<file path="config.mk">
export PLATFORM = sky130hd
export DESIGN_NAME = addsub2comp_seq
export DESIGN_NICKNAME = d
export VERILOG_FILES = /design/src/rtl/addsub2comp_seq.sv
export SDC_FILE = /design/constraint.sdc
export NUM_CORES = 1
export LEC_CHECK = 0
export CAP_MARGIN = 20
export CORE_ASPECT_RATIO = 1.2
export CORE_MARGIN = 1
export CORE_UTILIZATION = 45
export CTS_BUF_LIST = sky130_fd_sc_hd__clkbuf_4 sky130_fd_sc_hd__clkbuf_8
export DETAILED_ROUTE_END_ITERATION = 10
export GPL_ROUTABILITY_DRIVEN = 0
export GPL_TIMING_DRIVEN = 1
export HOLD_SLACK_MARGIN = 0.03
export PLACE_DENSITY = 0.62
export RECOVER_POWER = 25
export SKIP_CTS_REPAIR_TIMING = 1
export SLEW_MARGIN = 5
export SYNTH_ARGS = -nofsm -noshare
export SYNTH_HDL_FRONTEND = slang
export SYNTH_SLANG_ARGS = --single-unit
</file>
<file path="constraint.sdc">
create_clock -name clk_i -period 3.5 [get_ports clk_i]
set_clock_uncertainty 0.05 [all_clocks]
set_input_delay 0.7 -clock clk_i [delete_from_list [all_inputs] [get_ports clk_i]]
set_output_delay 0.7 -clock clk_i [all_outputs]
set_load 0.005 [all_outputs]
</file>
<file path="src/rtl/addsub2comp_seq.sv">
// addsub2comp_seq: sequenced N-bit two's-complement adder/subtractor.
// Works by sign-magnitude: load -> magnitudes -> compare -> add/sub -> repack.
// One operation takes five cycles and ends with a one-cycle done pulse.
// Optional build macro ADDSUB_SAT_EN: result_n saturates on overflow instead of wrapping.
module addsub2comp_seq #(
    parameter int unsigned N = 5
) (
    input  logic         clk_i,
    input  logic         reset_i,
    input  logic         start_i,
    input  logic         sub_i,
    input  logic [N-1:0] a_i,
    input  logic [N-1:0] b_i,
    output logic         busy_o,
    output logic         done_o,
    output logic [N:0]   result_o,
    output logic [N-1:0] result_n_o,
    output logic         overflow_o
);

    localparam logic [N-1:0] OneN  = {{(N-1){1'b0}}, 1'b1};
    localparam logic [N:0]   OneN1 = {{N{1'b0}}, 1'b1};

    typedef enum logic [2:0] {
        StIdle,
        StMag,
        StCmp,
        StExec,
        StRes
    } state_e;

    state_e state_q, state_d;

    // Captured operands and signs (sign of b already flipped for subtraction)
    logic [N-1:0] a_q, b_q;
    logic         sgn_a_q, sgn_b_q;
    // Magnitudes; 2^(N-1) fits as an unsigned N-bit value
    logic [N-1:0] mag_a_q, mag_b_q;
    // Ordered operands and the chosen operation
    logic [N-1:0] big_q, small_q;
    logic         op_add_q, res_sgn_q;
    // Unsigned (N+1)-bit magnitude of the result
    logic [N:0]   sum_q;

    logic         done_q, overflow_q;
    logic [N:0]   result_q;
    logic [N-1:0] result_n_q;

    // Combinational helpers for each datapath step
    logic [N-1:0] mag_a_c, mag_b_c;
    logic         a_gt_b_c, b_gt_a_c;
    logic [N:0]   res_c;
    logic         ovf_c;
    logic [N-1:0] res_n_c;

    // Next-state logic: every non-idle state lasts exactly one cycle
    always_comb begin
        state_d = state_q;
        unique case (state_q)
            StIdle:  if (start_i) state_d = StMag;
            StMag:   state_d = StCmp;
            StCmp:   state_d = StExec;
            StExec:  state_d = StRes;
            StRes:   state_d = StIdle;
            default: state_d = StIdle;
        endcase
    end

    // State register
    always_ff @(posedge clk_i) begin
        if (reset_i) begin
            state_q <= StIdle;
        end else begin
            state_q <= state_d;
        end
    end

    // Datapath step functions
    always_comb begin
        mag_a_c  = a_q[N-1] ? (~a_q + OneN) : a_q;
        mag_b_c  = b_q[N-1] ? (~b_q + OneN) : b_q;
        a_gt_b_c = mag_a_q > mag_b_q;
        b_gt_a_c = mag_b_q > mag_a_q;
        res_c    = res_sgn_q ? (~sum_q + OneN1) : sum_q;
        // Exact result is out of N-bit range when its top two bits disagree
        ovf_c    = res_c[N] ^ res_c[N-1];
        res_n_c  = res_c[N-1:0];
`ifdef ADDSUB_SAT_EN
        if (ovf_c) begin
            res_n_c = res_c[N] ? {1'b1, {(N-1){1'b0}}} : {1'b0, {(N-1){1'b1}}};
        end
`endif
    end

    // Datapath registers, advanced by the sequencer state
    always_ff @(posedge clk_i) begin
        if (reset_i) begin
            a_q        <= '0;
            b_q        <= '0;
            sgn_a_q    <= 1'b0;
            sgn_b_q    <= 1'b0;
            mag_a_q    <= '0;
            mag_b_q    <= '0;
            big_q      <= '0;
            small_q    <= '0;
            op_add_q   <= 1'b0;
            res_sgn_q  <= 1'b0;
            sum_q      <= '0;
            done_q     <= 1'b0;
            overflow_q <= 1'b0;
            result_q   <= '0;
            result_n_q <= '0;
        end else begin
            done_q <= (state_q == StRes);
            unique case (state_q)
                StIdle: begin
                    if (start_i) begin
                        a_q     <= a_i;
                        b_q     <= b_i;
                        sgn_a_q <= a_i[N-1];
                        sgn_b_q <= b_i[N-1] ^ sub_i;
                    end
                end
                StMag: begin
                    mag_a_q <= mag_a_c;
                    mag_b_q <= mag_b_c;
                    // No negative zero
                    sgn_a_q <= (mag_a_c == '0) ? 1'b0 : sgn_a_q;
                    sgn_b_q <= (mag_b_c == '0) ? 1'b0 : sgn_b_q;
                end
                StCmp: begin
                    big_q    <= b_gt_a_c ? mag_b_q : mag_a_q;
                    small_q  <= b_gt_a_c ? mag_a_q : mag_b_q;
                    op_add_q <= (sgn_a_q == sgn_b_q);
                    if (sgn_a_q == sgn_b_q) begin
                        res_sgn_q <= sgn_a_q;
                    end else if (a_gt_b_c) begin
                        res_sgn_q <= sgn_a_q;
                    end else if (b_gt_a_c) begin
                        res_sgn_q <= sgn_b_q;
                    end else begin
                        res_sgn_q <= 1'b0;
                    end
                end
                StExec: begin
                    sum_q <= op_add_q ? ({1'b0, big_q} + {1'b0, small_q})
                                      : ({1'b0, big_q} - {1'b0, small_q});
                end
                StRes: begin
                    result_q   <= res_c;
                    result_n_q <= res_n_c;
                    overflow_q <= ovf_c;
                end
                default: ;
            endcase
        end
    end

    assign busy_o     = (state_q != StIdle);
    assign done_o     = done_q;
    assign result_o   = result_q;
    assign result_n_o = result_n_q;
    assign overflow_o = overflow_q;

endmodule

</file>
## After elaboration in Yosys (flattened, before gate mapping)

Cells that the tools add are included.

| operators by class | value |
|---|---|
| add/subtract/negate cells | 5 |
| order comparisons | 2 |
| equality and inequality tests | 8 |
| mux-type cells | 17 |
| bitwise logic cells | 5 |
| reduce and logical (&&, ||, !) cells | 8 |

Operator list:

| kind | count |
|---|---|
| $mux 5 | 4 |
| $mux 6 | 2 |
| $pmux 3 s4 | 1 |
| $add 5x1->5 const B | 2 |
| $gt 5x5->1 | 2 |
| $logic_not 5->1 | 2 |
| $not 5->5 | 2 |
| $mux 1 | 7 |
| $add 5x5->6 | 1 |
| $add 6x1->6 const B | 1 |
| $eq 3x2->1 const B | 2 |
| $ne 2x2->1 const B | 3 |
| $not 6->6 | 1 |
| $reduce_and 3->1 | 2 |
| $sub 5x5->6 | 1 |
| $pmux 1 s2 | 2 |
| $eq 3x1->1 const B | 1 |
| $eq 3x3->1 const B | 1 |
| $logic_not 3->1 | 1 |
| $mux 3 | 1 |
| $reduce_bool 3->1 | 1 |
| $reduce_and 2->1 | 1 |
| $reduce_bool 2->1 | 1 |
| $xor 1x1->1 | 2 |
| $eq 1x1->1 | 1 |

| word-level totals | value |
|---|---|
| flip-flop bits (word level) | 56 |
| output and inout bits | 14 |
| logic and storage cells | 61 |

## Longest topological paths before layout

| logic depth | value |
|---|---|
| word-level depth | 6 |
| mapped depth | 9 |

## Worst setup path before layout

No wires, ideal clock.

| timing | value |
|---|---|
| path kind | reg-to-reg |
| start point | register small_q[0] |
| end point | register sum_q[5] |
| library setup time | 0.079 ns |
| data arrival time | 1.990 ns |
| data required time | 3.371 ns |
| setup slack | 1.381 ns |
| stages on the path, launching flop included | 9 |
| path buffers | 0 |
| period minus slack after synthesis | 2.119 ns |
| path through | dfxtp_1 -> inv_1 -> ha_1 -> mux2_2 -> ha_1 -> a211o_1 -> a211oi_1 -> or4b_1 -> o211ai_1 |

| on the way | value |
|---|---|
| longest elaborated chain between the ends | 2 |
| elaborated cells on any way between the ends | 3 |
| those cells by class | add/sub (2); mux (1) |

Ends and longest elaborated chain:

| element | line | source |
|---|---|---|
| start, declared | 40 | `logic [N-1:0] big_q, small_q;` |
| start signal, assigned | 133 | `small_q <= b_gt_a_c ? mag_a_q : mag_b_q;` |
| $sub 5x5->6 or $add 5x5->6 (tied branches) | 147, 146 |  |
| $mux 6 (*) | 146 | `sum_q <= op_add_q ? ({1'b0, big_q} + {1'b0, small_q})` |
| end signal, assigned | 146 |  |
| end, declared | 43 | `logic [N:0] sum_q;` |

Mark *: on every way between the ends. The rest lies on a longest branch, timed or not.
A chain may end at the register's enable or synchronous reset.

## Worst setup path in the final report

| timing | value |
|---|---|
| start point | register state_q[0] |
| end point | output port busy_o |

| on the way | value |
|---|---|
| longest elaborated chain between the ends | 1 |

Ends and longest elaborated chain:

| element | line | source |
|---|---|---|
| start, declared | 32 | `state_e state_q, state_d;` |
| start signal, assigned | 72 | `state_q <= StIdle;` |
| start signal, assigned | 74 | `state_q <= state_d;` |
| $reduce_bool 3->1 | 159 | `assign busy_o = (state_q != StIdle);` |
| end, declared | 14 | `output logic busy_o,` |

No other way between the ends.

==> results.json <==
{
  "status": "finished clean",
  "drt_wl_total_mm": 5.60,
  "fmax_mhz": 428,
  "ff2ff_path_depth": 8,
  "drv_slew": 0,
  "ys_ff_latch": 51,
  "io_buffer_count": 27,
  "gr-usage-all-layers_pct": 18.8,
  "cts_max_path_buffers": 2,
  "wl_per_cell_um": 12.8,
  "critPathSlowestCell": "clkdlybuf4s50_1",
  "cts_tree": "done",
  "required_ns": 2.75,
  "setup_viol": 0,
  "crit_cells": 3,
  "nets": 383,
  "holdCritPathClass": "flop to flop",
  "core-area_mm2": 0.00609,
  "grt_max_degree": 43,
  "p_leak_nw": 1.18,
  "max_stage_delay_ns": 0.45,
  "finalCriticalPeriod_ns": 2.34,
  "dr.pass1.iters": 5,
  "async_flop_share_pct": 0,
  "crit_path_start_kind": "flop",
  "timing.slew.headroom_pct": 54.8,
  "fin_tns_setup_ns": 0,
  "clock-sinks": 51,
  "ys_warn_count": 0,
  "utilization_pct": 52.4,
  "peakVddDrop_uv": 248,
  "cap_violations": 0,
  "path_cells": "nor3_1, inv_1, clkdlybuf4s50_1",
  "area_growth_pct": 11.8,
  "min_period_over_period_pct": 66.7,
  "synth_top_area_share_pct": 35.8,
  "crit_type": "flop to output port",
  "cp_max_fo": 8,
  "synth-edff-count": 0,
  "ant_nets": 0,
  "r2r_start": "small_q[0]",
  "syn-cell-area_mm2": 0.00285,
  "viasPerCell": 5.28,
  "clkTransAtPathRegs_ns": 0.09,
  "worst_setup_path_end_kind": "output port",
  "synth-main-ff-cell": "dfxtp_1",
  "hpwlAfterDp_mm": 4.28,
  "antenna_found_initial": 0,
  "numCtsBuffers": 5,
  "synth-seq-area-share_pct": 35.8,
  "grt_overflow": 0,
  "pre_cts_slack_ns": 1.10,
  "cts_max_level": 2,
  "first_global_vias": 2148,
  "arrival_ns": 1.59,
  "worst_slew_pin_slew_ns": 0.676,
  "drc": 0,
  "rsz0062_at_grt": "false",
  "layout-drive-gt1-share_pct": 5.65,
  "p_per_area_mw_per_mm2": 405,
  "num_io_pins": 28,
  "die_h_um": 89.2,
  "mappedNetlistNets": 370,
  "clk_latency_ns": 0.30,
  "cts-root-buf": "clkbuf_8",
  "n_fill_cell": 607,
  "die_area_mm2": 0.00666,
  "worstPathBufferInverterCount": 2,
  "grt_pass1_wl_mm": 9.63,
  "initial_core_util_pct": 46.8,
  "synth_area_leader_cell": "dfxtp_1",
  "whs_ns": 0.427,
  "drt-initial-drc-count": 94,
  "die_w_um": 74.7,
  "synth.distinct_cells": 55,
  "final_common_cell": "dfxtp_1",
  "num_rows": 31,
  "min_path_cells": 2,
  "diodes": 0,
  "hold_start": "b_q[1]",
  "syn_area_per_cell_um2": 8.39,
  "synthTopCellsByArea": "dfxtp_1, ha_1, nand2_1, a21oi_1, nor2_1",
  "startpoint": "state_q[0]",
  "hold_violations": 0,
  "synth_cells": 340,
  "num_vias": 2303,
  "setup_slack_ns": 1.16,
  "most-common-layout-cells": "dfxtp_1, nand2_1, nor2_1",
  "cp_top_family": "buffers and inverters"
}
-- power by group --
| part | internal (mW) | switching [mW] | total [mW] | leakage (nW) |
|---|---|---|---|---|
| logic | 0.124 | 0.172 | 0.296 | 0.718 |
| registers | 0.613 | 0.0446 | 0.658 | 0.414 |
| clock network | 0.148 | 0.190 | 0.338 | 0.0446 |
-- final timing paths --
kind	slack [ns]	to
hold reg to reg	0.43	b_q[1]
setup / recovery	1.16	busy_o
setup reg to reg	1.22	sum_q[5]
hold / removal	0.43	b_q[1]
-- cells by family after synthesis --
| family | Yosys count | synth area share, % |
|---|---|---|
| flip-flops | 51 | 35.8 |
| buffers and inverters | 41 | 7.41 |
| multiplexers | 10 | 3.60 |
| XOR/XNOR | 11 | 3.38 |
| adder cells (fa/ha/maj) | 16 | 7.28 |
| AO/OA/AOI/OAI | 84 | 20.0 |
| AND/OR/NAND/NOR | 127 | 22.5 |
-- worst min-delay path, cell delays in order (launching register included) --
cell and delay, ns:
dfxtp_1 0.33, nand2_1 0.05, a21oi_1 0.05
-- sequential cells by signal (all words and copies together), names as in the netlist, 3 cells and up --
register / flops
b_q: 5
small_q: 5
sum_q: 6
mag_b_q: 5
a_q: 5
mag_a_q: 5
state_q: 3
result_o: 6
big_q: 5
-- layer usage --
metal  wire [um]  GRT usage (%)  vias to the layer above
met2        2950           35.9                       27
li1            -              -                     1214
met5           0              0                        -
met3          92           3.04                        7
met1        2480           21.1                     1055
met4          77           5.66                        0
-- area by class of cell --
type                       count  area, um^2  area share (%)
tap                           82         103            3.22
timing repair buffer          30         293            9.18
multi-input combinational    248        1620            50.8
clock buffer                   6        76.3            2.39
inverter                      17        63.8            2.00
sequential                    51        1020            32.0
clock inverter                 2        12.5           0.392
-- metrics by stage --
step,cells,cell area [um^2],power [mW]
after floorplan,340,2850,0.896
after global placement,428,3100,0.963
after detailed placement,428,3100,0.968
after CTS,436,3190,1.31
after global routing,436,3190,1.38
final,436,3190,1.29
-- Yosys cell counts, drive strengths merged (3+ instances only) --
master and n:
nand3 4, nor2 30, ha 15, nor3b 4
inv 17, xnor2 6, a21oi 26, o21ai 6
and2 4, o21bai 3, xor2 5, dfxtp 51
o211ai 8, o2111ai 7, mux2i 8, nor2b 11
nand2 49, o31ai 3, clkbuf 7, o21a 3
a211oi 14, nor3 9, buf 17
Power figures use the tool's default switching activity.
